==> src/rtl/fifo_rd_pkg.sv <==
// Shared defaults and helpers for the FIFO read-side byte packer.
package fifo_rd_pkg;

  localparam int unsigned DW_DEFAULT    = 8;
  localparam int unsigned LANES_DEFAULT = 4;
  localparam int unsigned MAX_LANES     = 32;

  // Mask with the lowest `count` bits set; callers truncate to their lane count.
  function automatic logic [MAX_LANES-1:0] keep_mask(input int unsigned count);
    logic [MAX_LANES-1:0] m;
    m = '0;
    for (int unsigned i = 0; i < MAX_LANES; i++) begin
      if (i < count) m[i] = 1'b1;
    end
    return m;
  endfunction

endpackage

==> src/rtl/pack_out_reg.sv <==
// Output register for the packed-word valid/ready stream.
module pack_out_reg
  import fifo_rd_pkg::*;
#(
  parameter int unsigned DW    = DW_DEFAULT,
  parameter int unsigned LANES = LANES_DEFAULT
) (
  input  logic                  clk,
  input  logic                  rst_n,
  input  logic                  load,
  input  logic [DW*LANES-1:0]   load_data,
  input  logic [LANES-1:0]      load_keep,
  input  logic                  m_ready,
  output logic                  m_valid,
  output logic [DW*LANES-1:0]   m_data,
  output logic [LANES-1:0]      m_keep,
  output logic                  load_ok_c
);

  // A new word may enter when the register is empty or is draining this edge.
  assign load_ok_c = !m_valid || m_ready;

  always_ff @(posedge clk or negedge rst_n) begin
    if (!rst_n) begin
      m_valid <= 1'b0;
      m_data  <= '0;
      m_keep  <= '0;
    end else if (load) begin
      m_valid <= 1'b1;
      m_data  <= load_data;
      m_keep  <= load_keep;
    end else if (m_ready) begin
      m_valid <= 1'b0;
    end
  end

endmodule

==> src/rtl/fifo_rd_pack.sv <==
// Pops bytes from the async FIFO read port and packs them little-endian into
// LANES-wide words on a valid/ready stream; flush emits a partial word.
module fifo_rd_pack
  import fifo_rd_pkg::*;
#(
  parameter int unsigned DW    = DW_DEFAULT,
  parameter int unsigned LANES = LANES_DEFAULT
) (
  input  logic                  rclk,
  input  logic                  rst_n,
  input  logic                  empty,
  output logic                  rinc,
  input  logic [DW-1:0]         rdata,
  input  logic                  flush,
  output logic                  m_valid,
  output logic [DW*LANES-1:0]   m_data,
  output logic [LANES-1:0]      m_keep,
  input  logic                  m_ready,
  output logic                  busy
);

  localparam int unsigned OW = DW * LANES;
  localparam int unsigned CW = $clog2(LANES + 1);

  logic [LANES-1:0][DW-1:0] acc;
  logic [LANES-1:0][DW-1:0] word_c;
  logic [CW-1:0]            cnt;
  logic [CW-1:0]            cnt_n;
  logic [CW-1:0]            fill_c;
  logic                     rd_vld;
  logic                     flush_req;
  logic                     flush_req_n;
  logic                     run;
  logic                     busy_n;
  logic                     load_c;
  logic                     load_ok_c;
  logic [LANES-1:0]         load_keep_c;
  logic [OW-1:0]            load_data_c;

  // Accumulator contents including the byte landing this cycle.
  always_comb begin
    word_c = acc;
    for (int unsigned i = 0; i < LANES; i++) begin
      if (rd_vld && (cnt == CW'(i))) word_c[i] = rdata;
    end
  end

  // Word completion, flush completion and pop control.
  always_comb begin
    cnt_n       = cnt;
    flush_req_n = flush_req;
    load_c      = 1'b0;
    load_keep_c = '0;
    fill_c      = cnt + CW'(rd_vld);

    if (fill_c == CW'(LANES)) begin
      if (load_ok_c) begin
        load_c      = 1'b1;
        load_keep_c = '1;
        cnt_n       = '0;
        if (flush_req && !rd_vld) flush_req_n = 1'b0;
      end else begin
        cnt_n = fill_c;
      end
    end else if (flush_req && !rd_vld) begin
      if (cnt == '0) begin
        flush_req_n = 1'b0;
      end else if (load_ok_c) begin
        load_c      = 1'b1;
        load_keep_c = LANES'(keep_mask(32'(cnt)));
        cnt_n       = '0;
        flush_req_n = 1'b0;
      end
    end else begin
      cnt_n = fill_c;
    end

    if (flush && !flush_req) flush_req_n = 1'b1;

    rinc   = run && !empty && !flush_req && ((fill_c != CW'(LANES)) || load_ok_c);
    busy_n = flush_req_n || (cnt_n != '0) || rinc;
  end

  // Unused lanes of a partial word are driven as zero.
  always_comb begin
    load_data_c = '0;
    for (int unsigned i = 0; i < LANES; i++) begin
      load_data_c[i*DW +: DW] = load_keep_c[i] ? word_c[i] : '0;
    end
  end

  always_ff @(posedge rclk or negedge rst_n) begin
    if (!rst_n) begin
      acc       <= '0;
      cnt       <= '0;
      rd_vld    <= 1'b0;
      flush_req <= 1'b0;
      run       <= 1'b0;
      busy      <= 1'b0;
    end else begin
      if (rd_vld) acc <= word_c;
      cnt       <= cnt_n;
      rd_vld    <= rinc;
      flush_req <= flush_req_n;
      run       <= 1'b1;
      busy      <= busy_n;
    end
  end

  pack_out_reg #(
    .DW    (DW),
    .LANES (LANES)
  ) u_out (
    .clk       (rclk),
    .rst_n     (rst_n),
    .load      (load_c),
    .load_data (load_data_c),
    .load_keep (load_keep_c),
    .m_ready   (m_ready),
    .m_valid   (m_valid),
    .m_data    (m_data),
    .m_keep    (m_keep),
    .load_ok_c (load_ok_c)
  );

endmodule

==> config.mk <==
export PLATFORM = sky130hd
export DESIGN_NAME = fifo_rd_pack
export DESIGN_NICKNAME = d
export VERILOG_FILES = /design/src/rtl/fifo_rd_pkg.sv /design/src/rtl/pack_out_reg.sv /design/src/rtl/fifo_rd_pack.sv
export SDC_FILE = /design/constraint.sdc
export NUM_CORES = 1
export LEC_CHECK = 0
export CELL_PAD_IN_SITES_DETAIL_PLACEMENT = 0
export CELL_PAD_IN_SITES_GLOBAL_PLACEMENT = 1
export CORE_MARGIN = 10
export CORE_UTILIZATION = 40
export DETAILED_ROUTE_END_ITERATION = 12
export HOLD_SLACK_MARGIN = 0.02
export PLACE_DENSITY_LB_ADDON = 0.1
export SETUP_SLACK_MARGIN = 0.05
export SLEW_MARGIN = 25
export SYNTH_ARGS = -nofsm -noshare
export SYNTH_HDL_FRONTEND = slang
export SYNTH_SLANG_ARGS = --single-unit
==> constraint.sdc <==
create_clock -name rclk -period 5.16 [get_ports rclk]
set_clock_uncertainty 0.1 [all_clocks]
set_input_delay 1.032 -clock rclk [delete_from_list [all_inputs] [get_ports rclk]]
set_output_delay 1.032 -clock rclk [all_outputs]
set_load 0.01 [all_outputs]
==> impl_metrics.yaml, run 1 <==
worst_hold_path:
  hold_end: "u_out.m_keep[0]"
  hold_class: "reg -> reg"
  hold_start: "u_out.m_keep[0]"
  holdPathStages: 1
cts:
  post-cts-setup-buffers: 0
  cts_resized: 0
  clk_path_buf_depth: 2
  ctsHtreeMaxLevel: 3
  clock_sinks: 76
  clk_pin_slew_worst_paths_ns: 0.07
  clkLatencyLatePin_ns: 0.34
  postCtsHoldBufs: 0
  cts_inserted_buffers: 9
  cts_root_buf: "clkbuf_8"
  cts_tree: "yes"
critical_path:
  slowest_stage: "clkdlybuf4s50_1"
  r2r_slack_ns: 2.44
  path_delay_family: "adder cells"
  rr_startpoint: "cnt[0]"
  reg2reg_depth: 6
  cp_max_fo: 8
  path_cells: "ha_1 > ha_1 > nor3_4 > a21oi_1 > clkdlybuf4s50_1"
  start_kind: "flop"
  arrival_ns: 2.46
  crit_required_ns: 4.03
  critPathMostFrequentCell: "ha_1"
  r2r-end: "u_out.m_data[0]"
  crit_buf_inv: 1
  max_stage_delay_ns: 0.52
  crit_type: "reg -> out"
  crit_path_end_kind: "output pin"
timing:
  fmax_mhz: 278
  final-setup-viol-count: 0
  tns_ns: 0
  rsz0062_at_grt: "no"
  timing.final.crit_share_pct: 69.6
  relSlewSlack_pct: 32.2
  tightest_slew_ns: 1.01
  min_period_ns: 3.59
  hold_ws_ns: 0.371
  report.final.slew_viol_count: 0
  finalHoldViolCount: 0
  worst_slack_ns: 1.57
pwr:
  power_density_nw_per_um2: 528
  power_mw: 2.05
  leakage_nw: 1.82
  ir_drop_uv: 272
place:
  numPortBuffers: 51
  dpl.cell_count: 393
  dp_slack_ns: 1.59
  place.gp.congestion: 0.724
  post-dp-hpwl_um: 4350
global_routing:
  grt_pass1_wl_um: 10600
  grt_max_degree: 77
  gr-total-overflow: 0
  antenna_found_initial: 0
  grt_pass1_vias: 2016
  grt_usage_pct: 11.9
floorplan:
  core_area_um2: 7370
  fp-row-count: 31
  start_util_pct: 41.7
  num_io_pins: 52
  fp.dieW_um: 108
  die_h_um: 108
  die_area_um2: 11600
synthesis:
  synth_cell_type_count: 28
  synth_nets: 266
  syn_area_per_cell_um2: 12.2
  yosysSeqAreaShare_pct: 61.9
  syn_area_um2: 3070
  synth_top_area_cell: "dfrtp_1"
  ys_warn_count: 0
  synth_seq_cells: 76
  synth_top_cell_area_share_pct: 61.9
  yosys-top-cells-area: "dfrtp_1, mux2_2, nand2_1"
  syn_inst: 251
route:
  drc: 0
  via_per_inst: 4.74
  wl_per_cell_um: 16.0
  drt_iter0_drc: 88
  vias: 1934
  ant_nets: 0
  drt-total-wl_um: 6510
  drt_first_pass_iters: 6
job:
  max_cap_viol_count: 0
finish:
  diodes: 0
  syn_to_final_growth_pct: 26.5
  drive_above_1_share_pct: 19.4
  instances_no_fill: 408
  nets: 320
  fill_cells: 682
status:
  outcome: "finished, final reports clean"
## cells in the mapped netlist
cell / count
dfrtp_1: 76
nand2_1: 59
mux2_2: 38
nand2b_1: 28
nor2_1: 8
a21oi_1: 5
buf_2: 5
buf_6: 4
o21ai_1: 3
ha_1: 2
mux2_4: 2
nand3_1: 2
nor2b_1: 2
nor4bb_1: 2
o21ai_0: 2
a221oi_1: 1
and2_1: 1
and3_1: 1
clkbuf_1: 1
conb_1: 1
inv_1: 1
nand4_1: 1
nor3_1: 1
nor3_4: 1
nor4_1: 1
o21ai_4: 1
o41ai_1: 1
xnor2_1: 1
## registers in the layout, indices dropped and copies added (netlist names)
register       count
u_out.m_valid      1
u_out.m_keep       4
rd_vld             1
u_out.m_data      32
cnt                3
busy               1
run                1
flush_req          1
acc               32
## metal layers
layer / vias to the layer above / wire (um) / track usage [%] / part of all wire (%)
met5: - / 0 / 0 / 0
met4: 0 / 138 / 6.49 / 2.1
met3: 11 / 378 / 3.41 / 5.8
met2: 45 / 2840 / 17.2 / 44
met1: 949 / 3150 / 15.5 / 48
li1: 929 / - / - / -
## placed cells by master (no fill, tap or decap), types with 2 or more instances in the layout
cell type,n
clkdlybuf4s50_1,50
nor4bb_1,2
mux2_4,2
nand2b_1,28
clkbuf_8,10
ha_1,2
nor2_1,8
a21oi_1,5
o21ai_1,3
nand2_1,59
o21ai_0,2
nor2b_1,2
dfrtp_1,76
clkinv_2,2
mux2_2,38
nand3_1,2
bufinv_16,3
buf_4,2
## worst register-to-register path, cell delays in order (launching register included)
cell     delay, ns
dfrtp_1       0.46
ha_1          0.23
ha_1          0.21
xnor2_1       0.24
nor3_4        0.11
o21ai_4       0.81
mux2_2        0.43
## cell type report
type / instances / area (um^2) / share of cell area, %
tap: 99 / 124 / 3.19
sequential: 76 / 1900 / 48.9
inverter: 1 / 3.75 / 0.0965
clock inverter: 5 / 100 / 2.57
multi-input combinational: 164 / 1090 / 28.2
clock buffer: 10 / 138 / 3.54
timing repair buffer: 53 / 527 / 13.5
## metrics by stage
stage	utilization [%]	area, um^2
global route	52.8	3890
detailed placement	49.5	3650
finish	52.8	3890
CTS	52.7	3880
global placement	49.5	3650
floorplan	-	3070
## worst max path at each step
stage,endpoint,cells past startpoint,startpoint
floorplan,rinc,4,cnt[0]
global placement,rinc,4,m_ready
detailed placement,rinc,4,m_ready
CTS,rinc,5,cnt[0]
global route,rinc,5,cnt[0]
finish,rinc,5,cnt[0]
## cells by family after synthesis
logic type | count (synthesis) | synth area share, %
AOI/OAI and AO/OA | 13 | 2.73
xor gates and xnor gates | 1 | 0.285
other | 1 | 0.122
adders and majority gates | 2 | 0.814
DFF | 76 | 61.9
and+or+nand+nor | 107 | 16.8
muxes | 40 | 14.9
buffers and inverters | 11 | 2.52
## power by group
| part | switching (mW) | internal [mW] | total, mW |
|---|---|---|---|
| clock | 0.206 | 0.330 | 0.536 |
| combinational | 0.283 | 0.347 | 0.630 |
| sequential | 0.0908 | 0.797 | 0.888 |
(Power assumes the default switching activity.)
==> run 2: changes to the inputs <==
--- a/config.mk
+++ b/config.mk
@@ -8,7 +8,7 @@
 export CELL_PAD_IN_SITES_DETAIL_PLACEMENT = 0
 export CELL_PAD_IN_SITES_GLOBAL_PLACEMENT = 1
 export CORE_MARGIN = 10
-export CORE_UTILIZATION = 40
+export CORE_UTILIZATION = 38
 export DETAILED_ROUTE_END_ITERATION = 12
 export HOLD_SLACK_MARGIN = 0.02
 export PLACE_DENSITY_LB_ADDON = 0.1
==> constraint.sdc (replaced) <==
create_clock -name rclk -period 3.15 [get_ports rclk]
set_clock_uncertainty 0.1 [all_clocks]
set_input_delay 0.63 -clock rclk [delete_from_list [all_inputs] [get_ports rclk]]
set_output_delay 0.63 -clock rclk [all_outputs]
set_load 0.01 [all_outputs]
==> run 2 against run 1 <==
Net effect:
- sequential power up 63%
- worst setup slack worse by 1.1 ns
- clock power up 59%
- via count up 0.16%
- core utilization down 2.5 points
- routed wire length up 2.5%
- final cell count up 1.7%
==> impl_metrics.yaml, run 2 (synthesis results as in run 1) <==
cts:
  clk_pin_slew_worst_paths_ns: 0.08
  clock_sinks: 76
  clk_path_buf_depth: 2
  cts_root_buf: "clkbuf_8"
  clkLatencyLatePin_ns: 0.34
  postCtsHoldBufs: 0
  cts_tree: "yes"
  ctsHtreeMaxLevel: 3
  cts_inserted_buffers: 9
route:
  ant_nets: 0
  drt-total-wl_um: 6670
  via_per_inst: 4.67
  drt_iter0_drc: 98
  drc: 0
  vias: 1937
  wl_per_cell_um: 16.1
  drt_first_pass_iters: 4
finish:
  final_cell_mix: "dfrtp_1, nand2_1, clkdlybuf4s50_1"
  nets: 323
  diodes: 0
  final_common_cell: "dfrtp_1"
  reg_top3: "acc (32), u_out.m_data (32), u_out.m_keep (4)"
  stdcell_area_um2: 3920
  drive_above_1_share_pct: 20.4
  syn_to_final_growth_pct: 27.6
  utilization_pct: 50.3
global_routing:
  gr-total-overflow: 0
  grt_usage_pct: 11.8
  grt_pass1_vias: 2041
  grt_max_degree: 77
  grt_pass1_wl_um: 10800
  antenna_found_initial: 0
critical_path:
  cp_max_fo: 8
  rr_startpoint: "cnt[0]"
  path_delay_family: "flip-flops"
  start_kind: "flop"
  critPathMostFrequentCell: "ha_1"
  r2r-end: "u_out.m_data[5]"
  crit_buf_inv: 1
  reg2reg_depth: 7
  crit_path_end_kind: "output pin"
  crit_required_ns: 2.42
  path_cells: "ha_1 > ha_1 > xnor2_2 > nor3_4 > a21oi_1 > dlymetal6s2s_1"
  slowest_stage: "dfrtp_1"
  crit_type: "reg -> out"
  max_stage_delay_ns: 0.46
  r2r_slack_ns: 0.69
  arrival_ns: 1.93
timing:
  timing.final.crit_share_pct: 84.4
  tightest_slew_ns: 0.698
  report.final.slew_viol_count: 0
  rsz0062_at_grt: "no"
  final-setup-viol-count: 0
  tns_ns: 0
  fmax_mhz: 376
  min_period_ns: 2.66
  finalHoldViolCount: 0
  relSlewSlack_pct: 53.2
floorplan:
  die_area_um2: 12100
  fp.dieW_um: 110
  fp-row-count: 32
  num_io_pins: 52
  core_area_um2: 7810
  start_util_pct: 39.4
  die_h_um: 110
job:
  max_cap_viol_count: 0
pwr:
  p_int_mw: 2.40
  switchingPower_uw: 954
  combPwrFrac_pct: 31.2
  power_density_nw_per_um2: 854
  leakage_nw: 1.85
  ir_drop_uv: 421
  pwr-share-seq_pct: 43.3
  p_sw_share_pct: 28.5
  clkPwrFrac_pct: 25.5
place:
  place.gp.congestion: 0.760
  place_area_um2: 3670
  post-dp-hpwl_um: 4460
  numPortBuffers: 51
status:
  outcome: "finished, final reports clean"
worst_hold_path:
  hold_class: "in -> async"
==> run 2: metrics by stage <==
step	cells	power, mW	hold slack [ns]	worst slack [ns]
2_1_floorplan	251	2.07	0.234	0.940
3_3_place_gp	398	2.52	0.352	0.345
3_5_place_dp	398	2.54	0.358	0.341
4_1_cts	415	3.41	0.375	0.0919
5_1_grt	415	3.58	0.247	0.369
6_report	415	3.35	0.200	0.491
==> run 2: final cells by class <==
cell class / instances / area [um^2]
clock inverter: 3 / 67.6
multi-input combinational: 164 / 1100
inverter: 1 / 3.75
fill: 752 / 3880
clock buffer: 13 / 169
tap: 102 / 128
sequential: 76 / 1900
timing repair buffer: 56 / 552
==> run 2: what timing repair did <==
| item | 4_1_cts | 5_1_grt |
|---|---|---|
| gates resized for setup | 1 | 1 |
| setup buffers | 1 | 0 |
| gates cloned | 0 | 0 |
| pin swaps | 1 | 0 |
| setup endpoints to repair | 1 | 1 |
==> run 2: power groups by stage <==
stage	registers, mW	clock network [mW]	logic (mW)
2_1_floorplan	1.51	0	0.552
3_3_place_gp	1.46	0	1.06
3_5_place_dp	1.47	0	1.07
4_1_cts	1.45	0.878	1.07
5_1_grt	1.50	0.933	1.15
6_report	1.45	0.854	1.05
==> run 2: worst max-delay path by stage <==
stage           end  slack, ns    from  cells past startpoint
3_3_place_gp   rinc       0.35  cnt[0]                      5
4_1_cts        rinc       0.09  cnt[0]                      6
2_1_floorplan  rinc       0.94  cnt[0]                      4
6_report       rinc       0.49  cnt[0]                      6
5_1_grt        rinc       0.37  cnt[0]                      6
3_5_place_dp   rinc       0.34  cnt[0]                      5
==> run 2: per-layer routing <==
layer | global-route usage, % | up-vias | routed length (um)
met3 | 5.44 | 9 | 539
met4 | 3.44 | 0 | 89
met5 | 0 | - | 0
li1 | - | 938 | -
met1 | 15.2 | 945 | 3110
met2 | 17.2 | 45 | 2940
==> run 3: changes to the inputs <==
--- a/config.mk
+++ b/config.mk
@@ -8,7 +8,7 @@
 export CELL_PAD_IN_SITES_DETAIL_PLACEMENT = 0
 export CELL_PAD_IN_SITES_GLOBAL_PLACEMENT = 1
 export CORE_MARGIN = 10
-export CORE_UTILIZATION = 38
+export CORE_UTILIZATION = 40
 export DETAILED_ROUTE_END_ITERATION = 12
 export HOLD_SLACK_MARGIN = 0.02
 export PLACE_DENSITY_LB_ADDON = 0.1
==> constraint.sdc (replaced) <==
create_clock -name rclk -period 2.5 [get_ports rclk]
set_clock_uncertainty 0.1 [all_clocks]
set_input_delay 0.5 -clock rclk [delete_from_list [all_inputs] [get_ports rclk]]
set_output_delay 0.5 -clock rclk [all_outputs]
set_load 0.01 [all_outputs]
==> run 3 against run 2 <==
Net effect:
- sequential power is 24% higher
- critical endpoint unchanged
- clock power is 33% higher
- non-clock buffer count is 13 higher
- sequential share of layout area is 1.5 points lower
- largest power group unchanged
- flip-flop and latch count stayed put
- combinational power is 33% higher
- hold slack worse by 0.17 ns
==> impl_metrics.yaml, run 3 (synthesis results as in run 1) <==
status:
  outcome: "finished, final reports clean"
floorplan:
  die_area_um2: 11600
  die_h_um: 108
  start_util_pct: 41.7
  num_io_pins: 52
  fp.dieW_um: 108
  core_area_um2: 7370
  fp-row-count: 31
timing:
  rsz0062_at_grt: "no"
  final-setup-viol-count: 0
  fmax_mhz: 424
  finalHoldViolCount: 0
  tns_ns: 0
  relSlewSlack_pct: 63.9
  min_period_ns: 2.36
  report.final.slew_viol_count: 0
  timing.final.crit_share_pct: 94.4
  tightest_slew_ns: 0.542
place:
  place.gp.congestion: 0.743
  place_area_um2: 3780
  numPortBuffers: 51
  post-dp-hpwl_um: 4650
finish:
  diodes: 0
  seq_area_um2: 1900
  multiInputGateArea_um2: 1110
  nets: 336
  stdcell_area_um2: 4050
  fill_cells: 677
  final_common_cell: "dfrtp_1"
  drive_above_1_share_pct: 24.5
  final_cell_mix: "dfrtp_1, nand2_1, clkdlybuf4s50_1"
  syn_to_final_growth_pct: 31.6
  reg_top3: "acc (32), u_out.m_data (32), u_out.m_keep (4)"
worst_hold_path:
  hold_class: "in -> async"
global_routing:
  antenna_found_initial: 0
  grt_pass1_vias: 2072
  grt_pass1_wl_um: 10900
  gr-total-overflow: 0
  grt_usage_pct: 12.1
  grt_max_degree: 40
route:
  via_per_inst: 4.68
  vias: 1988
  drt-total-wl_um: 6580
  drc: 0
  drt_iter0_drc: 76
  wl_per_cell_um: 15.5
  drt_first_pass_iters: 4
  ant_nets: 0
cts:
  cts_root_buf: "clkbuf_8"
  clock_sinks: 76
  post-cts-setup-buffers: 0
  postCtsHoldBufs: 0
  clk_path_buf_depth: 2
  cts_inserted_buffers: 9
  ctsHtreeMaxLevel: 3
  clk_pin_slew_worst_paths_ns: 0.07
  cts_tree: "yes"
  clkLatencyLatePin_ns: 0.33
critical_path:
  crit_type: "reg -> out"
  arrival_ns: 1.76
  setup.worst_path.start: "cnt[0]"
  max_stage_delay_ns: 0.39
  r2r-end: "u_out.m_data[30]"
  rr_startpoint: "cnt[0]"
  path_cells: "ha_1 > ha_2 > xnor2_2 > nor3_4 > a21oi_2 > clkdlybuf4s15_2"
  reg2reg_depth: 9
  slowest_stage: "dfrtp_1"
  cp_max_fo: 3
  crit_path_end_kind: "output pin"
  r2r_slack_ns: 0.29
  crit_required_ns: 1.90
  start_kind: "flop"
pwr:
  clkPwrFrac_pct: 26.3
  switchingPower_mw: 1.21
  combPwrFrac_pct: 32.3
  pwr-share-seq_pct: 41.4
  p_sw_share_pct: 27.9
  power_density_nw_per_um2: 1080
  ir_drop_uv: 648
  leakage_nw: 1.91
  p_int_mw: 3.14
job:
  max_cap_viol_count: 0
==> run 3: changes by cell type in the layout (fill, tap and decap cells not counted) <==
cell	delta
clkdlybuf4s15_2	+1
clkinv_2	+1
bufinv_16	+1
a21oi_2	+1
buf_4	+13
buf_12	+1
dlymetal6s2s_1	-1
ha_2	+1
a21oi_1	-1
clkbuf_8	-1
ha_1	-1
clkinvlp_4	-1
buf_6	-1
==> run 3: power groups by stage <==
| stage | clock network [mW] | registers (mW) | logic [mW] |
|---|---|---|---|
| after detailed placement | 0 | 1.83 | 1.43 |
| after CTS | 1.17 | 1.81 | 1.44 |
| after global routing | 1.22 | 1.86 | 1.55 |
| after floorplan | 0 | 1.91 | 0.696 |
| after global placement | 0 | 1.82 | 1.41 |
| final | 1.14 | 1.80 | 1.40 |
==> run 3: metal layers <==
layer | GRT usage [%] | part of all wire, %
met2 | 17.2 | 43
met3 | 4.73 | 8.2
met5 | 0 | 0
met4 | 4.87 | 1.4
met1 | 16.1 | 47
==> run 3: final cells by class <==
type	instances	area share, %
multi-input cells	164	27.4
clock buffers	12	3.84
flip-flops and latches	76	47.0
repair buffers	69	16.2
clock inverters	4	2.35
well taps	99	3.06
inverters	1	0.0928
==> run 3: worst max-delay path by stage <==
| stage | endpoint | slack [ns] | cells after the start |
|---|---|---|---|
| global route | rinc | 0.06 | 6 |
| finish | rinc | 0.14 | 6 |
| CTS | rinc | 0.06 | 6 |
| floorplan | u_out.m_data[6] | 0.41 | 6 |
| global placement | rinc | 0.08 | 4 |
| detailed placement | rinc | 0.07 | 6 |
==> run 3: worst max-delay path, delay by kind of cell (launching register included) <==
family,cells,cell delay (ns)
and+or+nand+nor,1,0.06
AOI/OAI and AO/OA,1,0.15
xor gates and xnor gates,1,0.20
buffers and inverters,1,0.24
adders and majority gates,2,0.40
DFF,1,0.39
==> run 3: timing repair <==
| item | CTS | global route |
|---|---|---|
| pin swaps | 0 | 1 |
| setup endpoints to repair | 1 | 1 |
| gates resized for setup | 4 | 2 |
==> run 3: per-stage QoR <==
stage | instances | worst slack, ns | hold WS (ns) | power (mW) | util (%)
3_5_place_dp | 409 | 0.0705 | 0.352 | 3.26 | 51.3
6_report | 425 | 0.139 | 0.0321 | 4.35 | 54.9
4_1_cts | 425 | 0.0617 | 0.0518 | 4.42 | 54.8
2_1_floorplan | 251 | 0.413 | 0.104 | 2.60 | -
5_1_grt | 425 | 0.0602 | 0.0746 | 4.63 | 54.9
3_3_place_gp | 409 | 0.0806 | 0.349 | 3.24 | 51.3
